$ cat config.mk
export PLATFORM = sky130hd
export DESIGN_NAME = spi_ram
export DESIGN_NICKNAME = d
export VERILOG_FILES = /design/src/rtl/spi_pkg.sv /design/src/rtl/spi_ram_core.sv /design/src/rtl/spi_ram.sv
export SDC_FILE = /design/constraint.sdc
export NUM_CORES = 2
export LEC_CHECK = 0
export ABC_AREA = 1
export BUFFER_PORTS_ARGS = -buffer_cell sky130_fd_sc_hd__buf_2
export CORE_UTILIZATION = 44
export CTS_BUF_LIST = sky130_fd_sc_hd__clkbuf_8
export CTS_CLUSTER_SIZE = 25
export DETAILED_ROUTE_END_ITERATION = 10
export GPL_TIMING_DRIVEN = 0
export PLACE_DENSITY_LB_ADDON = 0.3
export SLEW_MARGIN = 20
export SYNTH_ARGS = -nofsm -noshare
export SYNTH_HDL_FRONTEND = slang
export SYNTH_HIERARCHICAL = 1
export SYNTH_SLANG_ARGS = --single-unit
$ cat constraint.sdc
create_clock -name SCLK -period 7.1 [get_ports SCLK]
set_input_delay 0 -clock SCLK [delete_from_list [all_inputs] [get_ports SCLK]]
set_output_delay 0 -clock SCLK [all_outputs]
set_load 0.1 [all_outputs]
$ cat src/rtl/spi_pkg.sv
// Shared SPI frame definitions: command encodings, RAM FSM states and widths.
// SPI_Slave also uses FRAME_W.
package spi_pkg;

    localparam int DATA_W  = 8;
    localparam int FRAME_W = 10;

    typedef enum logic [1:0] {
        CMD_WR_ADDR = 2'b00,
        CMD_WR_DATA = 2'b01,
        CMD_RD_ADDR = 2'b10,
        CMD_RD_DATA = 2'b11
    } cmd_e;

    typedef enum logic [1:0] {
        IDLE   = 2'b00,
        WR_RDY = 2'b01,
        RD_RDY = 2'b10
    } state_e;

    // Addresses are widened to 32 bits so the compare is valid for any ADDR_SIZE.
    function automatic logic in_range(input logic [31:0] addr, input logic [31:0] depth);
        return (addr < depth);
    endfunction

endpackage

$ cat src/rtl/spi_ram_core.sv
// Plain single-port 8-bit RAM: synchronous write, combinational read, no reset.
module spi_ram_core
    import spi_pkg::*;
#(
    parameter int MEM_DEPTH = 256,
    parameter int ADDR_SIZE = 8
) (
    input  logic                 i_clk,
    input  logic                 i_we,
    input  logic [ADDR_SIZE-1:0] i_addr,
    input  logic [DATA_W-1:0]    i_wdata,
    output logic [DATA_W-1:0]    o_rdata
);

    logic [DATA_W-1:0] r_mem [MEM_DEPTH];

    // Write port; the caller only asserts i_we for in-range addresses.
    always_ff @(posedge i_clk) begin
        if (i_we) begin
            r_mem[i_addr] <= i_wdata;
        end
    end

    assign o_rdata = r_mem[i_addr];

endmodule

$ cat src/rtl/spi_ram.sv
// Command-decoding RAM behind SPI_Slave: edge-detects rx_valid, decodes din[9:8],
// drives tx_data/tx_valid back. Optional SPI_RAM_AUTOINC_EN adds address auto-increment.
module spi_ram
    import spi_pkg::*;
#(
    parameter int MEM_DEPTH = 256,
    parameter int ADDR_SIZE = 8
) (
    input  logic               SCLK,
    input  logic               rst_n,
    input  logic [FRAME_W-1:0] din,
    input  logic               rx_valid,
    output logic [DATA_W-1:0]  dout,
    output logic               tx_valid,
    output logic               cmd_err
);

    state_e                r_state;
    logic [ADDR_SIZE-1:0]  r_wr_addr;
    logic [ADDR_SIZE-1:0]  r_rd_addr;
    logic                  r_rx_valid_d;
    logic [DATA_W-1:0]     r_dout;
    logic                  r_tx_valid;
    logic                  r_cmd_err;

    state_e                w_state_nxt;
    logic [ADDR_SIZE-1:0]  w_wr_addr_nxt;
    logic [ADDR_SIZE-1:0]  w_rd_addr_nxt;
    logic [DATA_W-1:0]     w_dout_nxt;
    logic                  w_tx_valid_nxt;
    logic                  w_cmd_err_nxt;
    logic                  w_mem_we;
    logic [ADDR_SIZE-1:0]  w_mem_addr;
    logic [DATA_W-1:0]     w_mem_rdata;

    logic                  w_accept;
    cmd_e                  w_cmd;
    logic [ADDR_SIZE-1:0]  w_addr_in;
    logic                  w_wr_ok;
    logic                  w_rd_ok;

    assign w_accept   = rx_valid & ~r_rx_valid_d;
    assign w_cmd      = cmd_e'(din[FRAME_W-1:FRAME_W-2]);
    assign w_addr_in  = din[ADDR_SIZE-1:0];
    assign w_wr_ok    = in_range(32'(r_wr_addr), 32'(MEM_DEPTH));
    assign w_rd_ok    = in_range(32'(r_rd_addr), 32'(MEM_DEPTH));
    // Only one command executes per cycle, so one shared RAM port suffices.
    assign w_mem_addr = (w_cmd == CMD_WR_DATA) ? r_wr_addr : r_rd_addr;

    spi_ram_core #(
        .MEM_DEPTH (MEM_DEPTH),
        .ADDR_SIZE (ADDR_SIZE)
    ) u_core (
        .i_clk   (SCLK),
        .i_we    (w_mem_we),
        .i_addr  (w_mem_addr),
        .i_wdata (din[DATA_W-1:0]),
        .o_rdata (w_mem_rdata)
    );

    // Command decode and FSM next-state; all registered outputs computed here.
    always_comb begin
        w_state_nxt    = r_state;
        w_wr_addr_nxt  = r_wr_addr;
        w_rd_addr_nxt  = r_rd_addr;
        w_dout_nxt     = r_dout;
        w_tx_valid_nxt = r_tx_valid;
        w_cmd_err_nxt  = 1'b0;
        w_mem_we       = 1'b0;
        if (w_accept) begin
            w_tx_valid_nxt = 1'b0;
            case (w_cmd)
                CMD_WR_ADDR: begin
                    w_wr_addr_nxt = w_addr_in;
                    w_state_nxt   = WR_RDY;
                end
                CMD_RD_ADDR: begin
                    w_rd_addr_nxt = w_addr_in;
                    w_state_nxt   = RD_RDY;
                end
                CMD_WR_DATA: begin
                    if ((r_state == WR_RDY) && w_wr_ok) begin
                        w_mem_we = 1'b1;
`ifdef SPI_RAM_AUTOINC_EN
                        w_wr_addr_nxt = (r_wr_addr == ADDR_SIZE'(MEM_DEPTH - 1)) ?
                                        '0 : r_wr_addr + ADDR_SIZE'(1);
`else
                        w_wr_addr_nxt = r_wr_addr;
`endif
                    end else begin
                        w_cmd_err_nxt = 1'b1;
                    end
                end
                CMD_RD_DATA: begin
                    if (r_state == RD_RDY) begin
                        w_tx_valid_nxt = 1'b1;
                        if (w_rd_ok) begin
                            w_dout_nxt = w_mem_rdata;
`ifdef SPI_RAM_AUTOINC_EN
                            w_rd_addr_nxt = (r_rd_addr == ADDR_SIZE'(MEM_DEPTH - 1)) ?
                                            '0 : r_rd_addr + ADDR_SIZE'(1);
`else
                            w_rd_addr_nxt = r_rd_addr;
`endif
                        end else begin
                            w_dout_nxt    = 8'h00;
                            w_cmd_err_nxt = 1'b1;
                        end
                    end else begin
                        w_tx_valid_nxt = r_tx_valid;
                        w_cmd_err_nxt  = 1'b1;
                    end
                end
                default: begin
                    w_state_nxt = r_state;
                end
            endcase
        end else begin
            w_tx_valid_nxt = r_tx_valid;
        end
    end

    // State and output registers.
    always_ff @(posedge SCLK or negedge rst_n) begin
        if (!rst_n) begin
            r_state      <= IDLE;
            r_wr_addr    <= '0;
            r_rd_addr    <= '0;
            r_rx_valid_d <= 1'b0;
            r_dout       <= 8'h00;
            r_tx_valid   <= 1'b0;
            r_cmd_err    <= 1'b0;
        end else begin
            r_state      <= w_state_nxt;
            r_wr_addr    <= w_wr_addr_nxt;
            r_rd_addr    <= w_rd_addr_nxt;
            r_rx_valid_d <= rx_valid;
            r_dout       <= w_dout_nxt;
            r_tx_valid   <= w_tx_valid_nxt;
            r_cmd_err    <= w_cmd_err_nxt;
        end
    end

    assign dout     = r_dout;
    assign tx_valid = r_tx_valid;
    assign cmd_err  = r_cmd_err;

endmodule

==> metrics.yaml <==
timing:
  finClkSkew_ps: 69.66
  fin_crit_ps: 4445
  tns_ps: 0
  setup_viol_count_final: 0
  grt_setup_unrepaired: "false"
  finalHoldViolCount: 0
  fmax_mhz: 225.0
  slew_violations: 0
  worst_pin_slew_ps: 1300
  fin_crit_sh: 0.6261
  relSlewSlack: 0.1333
cts:
  clock_latency_ps: 1050
  cts_tree: "done"
  cts_resized: 0
  htreeDepth: 5
  clockBufferDepth: 4
  clock-sinks: 2077
  cts_buffers: 341
  clkTransAtPathRegs_ps: 60
  cts_root_buffer: "clkbuf_8"
route:
  vias_per_cell: 5.283
  routed_wl_um: 264400
  antenna_left: 0
  route.met2.wl_um: 118700
  drt_first_pass_iters: 7
  drc: 0
  drt-met1-wl_um: 107100
  top_layer: "met5"
  avgRoutedWirePerCell_um: 23.31
  wl_met3_um: 24730
  drtIter0Drc: 7149
  vias: 59919
worst_setup_path:
  required_ps: 7790
  critPathLaunchType: "flip-flop"
  path_max_fanout: 10
  crit_path_end_kind: "flip-flop"
  criticalPathCategory: "flip-flop to flip-flop"
  regToRegEndpoint: "u_core/r_mem[129][5]$_DFFE_PP_"
  worst_ep_arrival_time_ps: 5130
  ff2ff_path_depth: 11
  r2r_setup_slack_ps: 2650
  timing.rr.start: "r_rd_addr[1]$_DFFE_PN0P_"
synthesis:
  synth_area_um2: 86020
  netlist_instances: 8163
  synth_xor_area_frac: 0
  synth_top_family_by_area: "simple AND/OR/NAND/NOR gates"
  ys_warn_count: 6
  synth_compound_area_frac: 0.01297
  synth_cell_types: 23
  ys_seq_area_frac: 0.7234
  syn_nets: 8176
  synth.ff_latch_count: 2077
  yosys.area_share.simple: 0.2393
  syn_area_per_cell_um2: 10.54
  synth_mux_area_frac: 0
  synthAdderAreaFrac: 0
pwr:
  p_per_area_nw_per_um2: 293.8
  leakage_nw: 38.57
  vdd_drop_max_v: 0.0001915
flow_run:
  drv_cap: 0
place:
  port_buffers: 22
  routabilityCongestion: 0.9619
  placed_cells: 10729
  dp_hpwl_um: 179300
floorplan:
  die-area_um2: 197300
  fp.dieW_um: 444.2
  die_h_um: 444.2
  start_util: 0.4448
  rows: 161
  io_pins: 23
  core_area_um2: 193400
finish:
  multiInputGateArea_um2: 21720
  fin_cells: 11342
  seq_area_um2: 62220
  drive_gt1_frac: 0.07606
  nets: 8588
  area.growth.synth_to_final_pct: 11.62
  fillers: 17440
worst_hold_path:
  min_path_cells: 2
  hp-class: "input pin to flip-flop"
  hold_path_end: "u_core/r_mem[225][6]$_DFFE_PP_"
  min_from: "din[6]"
grt:
  antenna_found_initial: 14
  grt_pass1_vias: 56308
  grt_max_degree: 104
  grt_overflow: 0
  grt_pass1_wl_um: 377700
  grt_use_total: 0.2642
status:
  status: "finished clean"
[power breakdown]
| group | switching (mW) | internal, mW | total (mW) |
|---|---|---|---|
| sequential | 0.0216 | 13.5 | 13.5 |
| clock | 4.61 | 4.65 | 9.26 |
| combinational | 4.24 | 1.18 | 5.42 |
[final cells by class]
cell class | instances | share of cell area
timing repair buffer | 69 | 0.01037
clock inverter | 230 | 0.01066
sequential | 2077 | 0.6481
clock buffer | 347 | 0.04974
antenna | 7 | 0.0001824
multi-input combinational | 5616 | 0.2262
tap | 2526 | 0.03292
inverter | 50 | 0.002007
buffer | 420 | 0.01987
[placed cells by master (no fill, tap or decap), drive strengths merged]
cell / n
a21oi: 33
dfrtp: 29
nor3: 1
inv: 166
clkbuf: 517
nand2: 4836
buf: 292
dlygate4sd3: 27
nor2: 371
clkinvlp: 4
diode: 7
edfxtp: 2048
clkinv: 106
bufinv: 4
nand3: 197
o21ai: 178
[worst max path at each step]
stage | start | to | slack [ps] | cells past startpoint
after floorplan | din[9] | u_core/r_mem[96][0]$_DFFE_PP_ | 4730 | 15
after global placement | din[2] | u_core/r_mem[26][2]$_DFFE_PP_ | 1680 | 1
after detailed placement | din[9] | u_core/r_mem[208][2]$_DFFE_PP_ | 2620 | 15
after CTS | r_rx_valid_d$_DFF_PN0_ | u_core/r_mem[168][7]$_DFFE_PP_ | 2710 | 7
after global routing | r_rx_valid_d$_DFF_PN0_ | u_core/r_mem[169][4]$_DFFE_PP_ | 2700 | 7
final | r_rd_addr[1]$_DFFE_PN0P_ | u_core/r_mem[129][5]$_DFFE_PP_ | 2650 | 11
[layer usage]
metal  up-vias  GRT usage
met3       551    0.05332
met5         -          0
met1     28910     0.3588
met2      2783     0.4076
li1      27671          -
met4         4     0.1269
[sequential cells by signal (all words and copies together) (netlist names)]
signal and flops:
r_rd_addr 8, u_core/r_mem 2048, r_state 2, cmd_err 1, tx_valid 1, r_rx_valid_d 1, r_wr_addr 8, dout 8
[synth_stat cells, drive strengths merged]
cell type	count	share of area
edfxtp	2048	0.71
o21ai	178	0.011
a21oi	33	0.0019
clkinv	1	0.000044
inv	49	0.0022
dfrtp	29	0.0084
buf	250	0.015
clkbuf	170	0.0074
nand2	4836	0.21
nor3	1	0.000058
nand3	197	0.011
nor2	371	0.017
[cell families (layout without fill, tap and decap cells)]
family	after synthesis	count (layout)
simple gates	5405	5405
other cells	0	7
flops	2077	2077
compound gates	211	211
buf+inv	470	1116
[critical path, stage by stage (launching register included)]
cell and delay, ps:
dfrtp_1 350, nand2_1 50, nand2_1 70, buf_4 250, buf_2 680, clkbuf_1 740, nor2_1 110, inv_1 240
nor2_1 100, nand2_1 480, buf_2 620, nor2_1 360
[stage by stage]
step                setup slack, ps  total power, mW  cell area [um^2]  hold WS [ps]  utilization
floorplan                      4729            16.69             86020        -295.6            -
global placement               1682            19.01             89290         100.6       0.4617
detailed placement             2616            19.04             89880         120.9       0.4648
CTS                            2709            28.22             95990         11.75       0.4964
global route                   2696            29.21             96000         57.37       0.4964
finish                         2655            28.21             96020         66.63       0.4965
[what timing repair did]
| item | in CTS | in global routing |
|---|---|---|
| buffers inserted | 0 | 0 |
| hold buffers | 29 | 0 |
| setup endpoints to repair | 0 | 0 |
| endpoints found under the hold margin | 1756 | 0 |
Note: power is estimated with default switching activity, not from simulation.
